## config.mk

```make
export PLATFORM = sky130hd
export DESIGN_NAME = ov5640_cfg_seq
export DESIGN_NICKNAME = d
export VERILOG_FILES = /design/src/rtl/ov5640_pkg.sv /design/src/rtl/ov5640_cfg_rom.sv /design/src/rtl/ov5640_cfg_seq.sv
export SDC_FILE = /design/constraint.sdc
export NUM_CORES = 1
export LEC_CHECK = 0
export BUFFER_PORTS_ARGS = -buffer_cell sky130_fd_sc_hd__buf_2
export CAP_MARGIN = 25
export CORE_ASPECT_RATIO = 1.2
export CORE_MARGIN = 1.5
export CORE_UTILIZATION = 60
export CTS_BUF_LIST = sky130_fd_sc_hd__clkbuf_4
export CTS_CLUSTER_DIAMETER = 60
export DETAILED_ROUTE_END_ITERATION = 10
export MAX_ROUTING_LAYER = met4
export PLACE_DENSITY = 0.87
export REMOVE_ABC_BUFFERS = 1
export SYNTH_ARGS = -nofsm -noshare
export SYNTH_HDL_FRONTEND = slang
export SYNTH_SLANG_ARGS = --single-unit
```

## constraint.sdc

```tcl
create_clock -name sysclk -period 2.75 [get_ports sysclk]
set_input_delay 0.1375 -clock sysclk [delete_from_list [all_inputs] [get_ports sysclk]]
set_output_delay 0.1375 -clock sysclk [all_outputs]
set_load 0.02 [all_outputs]
```

## src/rtl/ov5640_pkg.sv

```systemverilog
// ============================================================================
// Module  : ov5640_pkg
// Brief   : Shared types and constants for the OV5640 bring-up sequencer.
// Revision: 1.0 - initial release
// ============================================================================
`default_nettype none

package ov5640_pkg;

    localparam int DEV_W = 8;
    localparam int REG_W = 16;
    localparam int DAT_W = 8;

    localparam logic [REG_W-1:0] SWRST_REG = 16'h3008;
    localparam logic [DAT_W-1:0] SWRST_VAL = 8'h82;

    typedef enum logic [3:0] {
        ST_IDLE      = 4'd0,
        ST_PWR_WAIT  = 4'd1,
        ST_LOAD      = 4'd2,
        ST_ISSUE     = 4'd3,
        ST_WAIT_DONE = 4'd4,
        ST_V_ISSUE   = 4'd5,
        ST_V_WAIT    = 4'd6,
        ST_GAP       = 4'd7,
        ST_FINISH    = 4'd8
    } state_e;

    function automatic int max3(input int a, input int b, input int c);
        int m;
        m = (a > b) ? a : b;
        return (m > c) ? m : c;
    endfunction

endpackage

`default_nettype wire

```

## src/rtl/ov5640_cfg_rom.sv

```systemverilog
// ============================================================================
// Module  : ov5640_cfg_rom
// Brief   : OV5640 init table, idx -> {reg_addr, wr_data}; entry 0 is soft reset.
// Revision: 1.0 - initial release
// ============================================================================
`default_nettype none

module ov5640_cfg_rom
    import ov5640_pkg::*;
(
    input  logic [7:0]             idx,
    output logic [REG_W+DAT_W-1:0] rom_data
);

    always_comb begin
        rom_data = 24'h3008_02;
        case (idx)
            8'd0:    rom_data = {SWRST_REG, SWRST_VAL};
            8'd1:    rom_data = 24'h3008_42;
            8'd2:    rom_data = 24'h3103_03;
            8'd3:    rom_data = 24'h3017_ff;
            8'd4:    rom_data = 24'h3018_ff;
            8'd5:    rom_data = 24'h3034_1a;
            8'd6:    rom_data = 24'h3037_13;
            8'd7:    rom_data = 24'h3108_01;
            8'd8:    rom_data = 24'h3630_36;
            8'd9:    rom_data = 24'h3631_0e;
            8'd10:   rom_data = 24'h3632_e2;
            8'd11:   rom_data = 24'h3633_12;
            8'd12:   rom_data = 24'h3621_e0;
            8'd13:   rom_data = 24'h3704_a0;
            8'd14:   rom_data = 24'h3703_5a;
            8'd15:   rom_data = 24'h3715_78;
            8'd16:   rom_data = 24'h3717_01;
            8'd17:   rom_data = 24'h370b_60;
            8'd18:   rom_data = 24'h3705_1a;
            8'd19:   rom_data = 24'h3905_02;
            8'd20:   rom_data = 24'h3906_10;
            8'd21:   rom_data = 24'h3901_0a;
            8'd22:   rom_data = 24'h3731_12;
            8'd23:   rom_data = 24'h3600_08;
            8'd24:   rom_data = 24'h3601_33;
            8'd25:   rom_data = 24'h302d_60;
            8'd26:   rom_data = 24'h3620_52;
            8'd27:   rom_data = 24'h371b_20;
            8'd28:   rom_data = 24'h471c_50;
            8'd29:   rom_data = 24'h3a13_43;
            8'd30:   rom_data = 24'h3a18_00;
            8'd31:   rom_data = 24'h3a19_f8;
            8'd32:   rom_data = 24'h3635_13;
            8'd33:   rom_data = 24'h3636_03;
            8'd34:   rom_data = 24'h3634_40;
            8'd35:   rom_data = 24'h3622_01;
            8'd36:   rom_data = 24'h3c01_34;
            8'd37:   rom_data = 24'h3c04_28;
            8'd38:   rom_data = 24'h3c05_98;
            8'd39:   rom_data = 24'h3c06_00;
            8'd40:   rom_data = 24'h3c07_08;
            8'd41:   rom_data = 24'h3c08_00;
            8'd42:   rom_data = 24'h3c09_1c;
            8'd43:   rom_data = 24'h3c0a_9c;
            8'd44:   rom_data = 24'h3c0b_40;
            8'd45:   rom_data = 24'h3820_41;
            8'd46:   rom_data = 24'h3821_07;
            8'd47:   rom_data = 24'h3814_31;
            8'd48:   rom_data = 24'h3815_31;
            8'd49:   rom_data = 24'h4300_61;
            8'd50:   rom_data = 24'h501f_01;
            // Entries past the populated table keep the sensor in normal operation.
            default: rom_data = 24'h3008_02;
        endcase
    end

endmodule

`default_nettype wire

```

## src/rtl/ov5640_cfg_seq.sv

```systemverilog
// ============================================================================
// Module  : ov5640_cfg_seq
// Brief   : OV5640 bring-up sequencer; walks the init table over ov5640_sccb.
//           Define OV5640_CFG_VERIFY_EN for read-back verify with retries.
// Revision: 1.0 - initial release
// ============================================================================
`default_nettype none

module ov5640_cfg_seq
    import ov5640_pkg::*;
#(
    parameter logic [7:0] REG_NUM       = 8'd250,
    parameter int         PWR_DLY_CYC   = 2_000_000,
    parameter int         SWRST_DLY_CYC = 500_000,
    parameter int         GAP_CYC       = 100,
    parameter logic [7:0] DEV_ID        = 8'h78,
    parameter int         MAX_RETRY     = 3
) (
    input  logic                         sysclk,
    input  logic                         rst_n,
    input  logic                         cfg_start,
    output logic                         sccb_start,
    output logic [DEV_W+REG_W+DAT_W-1:0] sccb_cfg_data,
    input  logic                         sccb_done,
    input  logic                         sccb_busy,
    input  logic [DAT_W-1:0]             sccb_rd_data,
    output logic                         cfg_busy,
    output logic                         cfg_done,
    output logic                         cfg_err,
    output logic [7:0]                   cfg_idx
);

    localparam int c_MAX_DLY = max3(PWR_DLY_CYC, SWRST_DLY_CYC, GAP_CYC);
    localparam int c_CNT_W   = $clog2(c_MAX_DLY + 1);

    localparam logic [c_CNT_W-1:0] c_PWR_LAST   = c_CNT_W'(PWR_DLY_CYC - 1);
    localparam logic [c_CNT_W-1:0] c_SWRST_LAST = c_CNT_W'(SWRST_DLY_CYC - 1);
    localparam logic [c_CNT_W-1:0] c_GAP_LAST   = c_CNT_W'(GAP_CYC - 1);

    state_e                         r_state;
    state_e                         w_state_nxt;
    logic   [c_CNT_W-1:0]           r_cnt;
    logic   [7:0]                   r_idx;
    logic   [DEV_W+REG_W+DAT_W-1:0] r_cfg_data;
    logic                           r_done;
    logic   [REG_W+DAT_W-1:0]       w_rom_data;
    logic                           w_start;
    logic                           w_idx_last;
    logic   [c_CNT_W-1:0]           w_gap_last;
    logic                           w_gap_end;

    ov5640_cfg_rom u_rom (
        .idx      (r_idx),
        .rom_data (w_rom_data)
    );

    assign w_idx_last = (r_idx == (REG_NUM - 8'd1));
    assign w_gap_last = (r_idx == 8'd0) ? c_SWRST_LAST : c_GAP_LAST;
    assign w_gap_end  = (r_cnt == w_gap_last);

`ifdef OV5640_CFG_VERIFY_EN
    localparam int                 c_RTY_W   = (MAX_RETRY < 2) ? 1 : $clog2(MAX_RETRY + 1);
    localparam logic [c_RTY_W-1:0] c_RTY_MAX = c_RTY_W'(MAX_RETRY);

    logic [c_RTY_W-1:0] r_retry;
    logic               r_err;
    logic               w_rd_match;

    // Read-back is compared against the ROM because r_cfg_data now holds the read word.
    assign w_rd_match = (sccb_rd_data == w_rom_data[DAT_W-1:0]);
`endif

    always_ff @(posedge sysclk or negedge rst_n) begin
        if (!rst_n) begin
            r_state <= ST_IDLE;
        end else begin
            r_state <= w_state_nxt;
        end
    end

    always_comb begin
        w_state_nxt = r_state;
        w_start     = 1'b0;
        case (r_state)
            ST_IDLE: begin
                if (cfg_start) begin
                    w_state_nxt = ST_PWR_WAIT;
                end
            end
            ST_PWR_WAIT: begin
                if (r_cnt == c_PWR_LAST) begin
                    w_state_nxt = ST_LOAD;
                end
            end
            ST_LOAD: begin
                w_state_nxt = ST_ISSUE;
            end
            ST_ISSUE: begin
                if (!sccb_busy) begin
                    w_start     = 1'b1;
                    w_state_nxt = ST_WAIT_DONE;
                end
            end
            ST_WAIT_DONE: begin
                if (sccb_done) begin
`ifdef OV5640_CFG_VERIFY_EN
                    // The soft-reset entry wipes the register file, so it is never read back.
                    w_state_nxt = (r_idx == 8'd0) ? ST_GAP : ST_V_ISSUE;
`else
                    w_state_nxt = ST_GAP;
`endif
                end
            end
`ifdef OV5640_CFG_VERIFY_EN
            ST_V_ISSUE: begin
                if (!sccb_busy) begin
                    w_start     = 1'b1;
                    w_state_nxt = ST_V_WAIT;
                end
            end
            ST_V_WAIT: begin
                if (sccb_done) begin
                    if (w_rd_match) begin
                        w_state_nxt = ST_GAP;
                    end else if (r_retry == c_RTY_MAX) begin
                        w_state_nxt = ST_IDLE;
                    end else begin
                        w_state_nxt = ST_LOAD;
                    end
                end
            end
`endif
            ST_GAP: begin
                if (w_gap_end) begin
                    w_state_nxt = w_idx_last ? ST_FINISH : ST_LOAD;
                end
            end
            ST_FINISH: begin
                w_state_nxt = ST_IDLE;
            end
            default: begin
                w_state_nxt = ST_IDLE;
            end
        endcase
    end

    always_ff @(posedge sysclk or negedge rst_n) begin
        if (!rst_n) begin
            r_cnt      <= '0;
            r_idx      <= 8'd0;
            r_cfg_data <= '0;
            r_done     <= 1'b0;
        end else begin
            // The single delay counter restarts on every state change.
            if (w_state_nxt != r_state) begin
                r_cnt <= '0;
            end else if ((r_state == ST_PWR_WAIT) || (r_state == ST_GAP)) begin
                r_cnt <= r_cnt + c_CNT_W'(1);
            end

            if ((r_state == ST_IDLE) && cfg_start) begin
                r_idx  <= 8'd0;
                r_done <= 1'b0;
            end

            if (r_state == ST_LOAD) begin
                r_cfg_data <= {DEV_ID, w_rom_data};
            end

            if ((r_state == ST_GAP) && w_gap_end && !w_idx_last) begin
                r_idx <= r_idx + 8'd1;
            end

            if (r_state == ST_FINISH) begin
                r_done <= 1'b1;
            end

`ifdef OV5640_CFG_VERIFY_EN
            if ((r_state == ST_WAIT_DONE) && sccb_done && (r_idx != 8'd0)) begin
                r_cfg_data <= {DEV_ID | 8'h01, r_cfg_data[DAT_W +: REG_W], {DAT_W{1'b0}}};
            end
`endif
        end
    end

`ifdef OV5640_CFG_VERIFY_EN
    always_ff @(posedge sysclk or negedge rst_n) begin
        if (!rst_n) begin
            r_retry <= '0;
            r_err   <= 1'b0;
        end else begin
            if ((r_state == ST_IDLE) && cfg_start) begin
                r_retry <= '0;
                r_err   <= 1'b0;
            end else if ((r_state == ST_GAP) && w_gap_end && !w_idx_last) begin
                r_retry <= '0;
            end else if ((r_state == ST_V_WAIT) && sccb_done && !w_rd_match) begin
                if (r_retry == c_RTY_MAX) begin
                    r_err <= 1'b1;
                end else begin
                    r_retry <= r_retry + c_RTY_W'(1);
                end
            end
        end
    end

    assign cfg_err = r_err;
`else
    logic w_unused;
    assign w_unused = ^{sccb_rd_data, 8'(MAX_RETRY)};
    assign cfg_err  = 1'b0;
`endif

    assign sccb_start    = w_start;
    assign sccb_cfg_data = r_cfg_data;
    assign cfg_busy      = (r_state != ST_IDLE);
    assign cfg_done      = r_done;
    assign cfg_idx       = r_idx;

endmodule

`default_nettype wire

```

==> flow_metrics.tcl <==
set metrics [dict create \
    outcome "finished, final reports clean" \
    layout.nets 563 \
    diodes 0 \
    timing.max_slew.rel_slack 0.5382 \
    wire_per_inst_um 19.96 \
    grt_use_total 0.3533 \
    setup_viol 0 \
    insertion_delay_ps 390 \
    cts-buffers-inserted 5 \
    post-synth-top-area-cell "dfrtp_1" \
    die_w_um 79.32 \
    die_h_um 94.59 \
    cts_setup_buffers 0 \
    clk_pin_slew_worst_paths_ps 160 \
    synth_area_per_cell_um2 8.175 \
    irDropWorstVdd_mv 0.1931 \
    post-dp-hpwl_um 8778 \
    cts-htree-levels 2 \
    worstMarginPinSlew_ps 692.7 \
    dp_cells 617 \
    power_density_mw_per_mm2 273.7 \
    grt_pass1_vias 4033 \
    design_area_mm2 0.004534 \
    cp_cell_sequence "or4_1 -> nor4_2 -> mux2i_1 -> buf_4 -> o21ai_1 -> o221ai_1" \
    gp_congestion 1.028 \
    holdWs_ps 45.46 \
    grt_max_degree 46 \
    synth_warnings 0 \
    start_kind "register" \
    grt_pass1_wl_um 20040 \
    arrival_ps 2660 \
    reg2reg_depth 6 \
    ys_seq_area_frac 0.3341 \
    vias 4264 \
    final_cell_mix "dfrtp_1 (55), nand2_1 (48), a21oi_1 (48)" \
    drtPass1Iterations 6 \
    fin_cells 626 \
    clock_path_buffers 2 \
    rows 33 \
    crit_path_max_fanout 6 \
    drc_errors 0 \
    core_area_mm2 0.006813 \
    fill_cells 602 \
    synth-edff-count 0 \
    io-pin-count 57 \
    synthFlopType "dfrtp_1" \
    drv_cap 0 \
    final_max_slew_viol_count 0 \
    rsz0062_at_grt "no" \
    place_area_mm2 0.004456 \
    wl_um 12490 \
    ys_top_cells_by_area "dfrtp_1 (33%), a21oi_1 (5.7%), xor2_1 (4.4%)" \
    drt_iter0_markers 442 \
    clock_sinks 56 \
    cp.required_ps 3010 \
    syn_inst 513 \
    finClkSkew_ps 10.75 \
    via_per_inst 6.812 \
    finalHoldViolations 0 \
    antenna_found_initial 0 \
    cellLeakagePower_nw 1.987 \
    fin_crit_ps 2405 \
    min-delay-path-class "in -> reg" \
    cts_tree "yes" \
    cpPeakStageDelay_ps 560 \
    die_area_mm2 0.007502 \
    yosysUniqueCellTypes 70 \
    syn_to_final_growth_pct 8.115 \
    drive_gt1_frac 0.1558 \
    holdPathStages 3 \
    path_class "reg -> reg" \
    timing.fmax_mhz 415.8 \
    port_buffers 40 \
    async_flop_share 1.000 \
    cp-end-kind "register" \
    final_antenna_net_count 0 \
    crit_path_top_delay_cell "or4_1" \
    final_common_cell "dfrtp_1" \
    synth_top_area_share 0.3341 \
    dp_slack_ps 148.4 \
    ys_ff_latch 56 \
    fin_crit_sh 0.8745 \
    cts_root_buf "clkbuf_4" \
    fin_ws_ps 345.0 \
    start_util 0.6156 \
    netlist_area_mm2 0.004194 \
    grt_overflow_total 0 \
]
power breakdown:
part	internal (mW)	switching, mW	leakage (nW)
clock network	0.112	0.271	0.0319
registers	0.824	0	0.715
logic	0.00516	0.0283	1.24
metal layers:
layer / vias to the layer above / part of all wire / global-route usage
met1: 2032 / 0.39 / 0.4391
met5: - / 0 / -
met2: 248 / 0.48 / 0.5691
met3: 58 / 0.082 / 0.04155
li1: 1926 / - / -
met4: 0 / 0.043 / 0.1754
flip-flops by register name (all words and copies together), names as in the netlist:
| name | count |
|---|---|
| r_cnt | 21 |
| sccb_cfg_data | 22 |
| cfg_idx | 8 |
| cfg_done | 1 |
| r_state | 4 |
cells by family after synthesis:
| group | Yosys count | share of synthesized area |
|---|---|---|
| AO/OA/AOI/OAI | 157 | 0.2503 |
| XOR/XNOR | 24 | 0.05012 |
| adder cells (fa/ha/maj) | 12 | 0.03580 |
| buffers and inverters | 67 | 0.07160 |
| flip-flops | 56 | 0.3341 |
| multiplexers | 10 | 0.02715 |
| other | 1 | 0.0008941 |
| AND/OR/NAND/NOR | 186 | 0.2300 |
synth_stat cells, types with 3 or more instances:
| library cell | n |
|---|---|
| a21oi_1 | 48 |
| a22oi_1 | 3 |
| a311oi_1 | 3 |
| a31oi_1 | 7 |
| a32o_1 | 6 |
| and3_1 | 5 |
| buf_2 | 6 |
| buf_4 | 11 |
| clkbuf_1 | 34 |
| dfrtp_1 | 56 |
| ha_1 | 12 |
| inv_1 | 12 |
| mux2i_1 | 8 |
| nand2_1 | 48 |
| nand2b_1 | 8 |
| nand3_1 | 26 |
| nand3b_1 | 3 |
| nand4_1 | 13 |
| nor2_1 | 34 |
| nor2b_1 | 11 |
| nor3_1 | 12 |
| nor3b_1 | 3 |
| o2111ai_1 | 3 |
| o211ai_1 | 4 |
| o21ai_0 | 27 |
| o21ai_1 | 10 |
| o221ai_1 | 9 |
| o22a_1 | 3 |
| o22ai_1 | 3 |
| o311ai_0 | 3 |
| or2_2 | 3 |
| or3_1 | 3 |
| or4_1 | 4 |
| xnor2_1 | 3 |
| xor2_1 | 21 |
stage by stage:
| step | setup TNS, ps | total power [mW] | util |
|---|---|---|---|
| 2_1_floorplan | -2314 | 0.8497 | - |
| 3_3_place_gp | 0 | 0.8715 | 0.6540 |
| 3_5_place_dp | 0 | 0.8723 | 0.6540 |
| 4_1_cts | 0 | 1.256 | 0.6645 |
| 5_1_grt | 0 | 1.293 | 0.6656 |
| 6_report | 0 | 1.241 | 0.6656 |
area by class of cell:
| cell class | count | area (µm²) | area share |
|---|---|---|---|
| Clock buffer | 6 | 45.04 | 0.009934 |
| Inverter | 14 | 52.55 | 0.01159 |
| Clock inverter | 2 | 16.27 | 0.003587 |
| Multi-Input combinational cell | 397 | 2526 | 0.5571 |
| Tap cell | 87 | 108.9 | 0.02401 |
| Timing Repair Buffer | 64 | 382.9 | 0.08444 |
| Sequential cell | 56 | 1403 | 0.3093 |
critical path, delay by kind of cell (launching register included):
family / cells / cell delay, ps
buf+inv: 1 / 220
compound gates: 2 / 580
flops: 1 / 470
mux: 1 / 220
simple gates: 2 / 790
timing repair:
action | in CTS | in global routing
setup endpoints to repair | 0 | 12
gates resized for setup | 0 | 1
hold buffers | 1 | 0
endpoints found under the hold margin | 28 | 0
path summary, 6_finish.rpt:
kind	start	end	slack [ps]
setup / recovery	r_cnt[2]	cfg_idx[3]	350
hold / removal	cfg_start	cfg_done	50
setup reg to reg	r_cnt[2]	cfg_idx[3]	350
hold reg to reg	sccb_cfg_data[3]	sccb_cfg_data[3]	510
max in group asynchronous	rst_n	cfg_idx[2]	1760
min in group asynchronous	rst_n	sccb_cfg_data[17]	310
No activity file was read; power rests on OpenSTA's default activity.
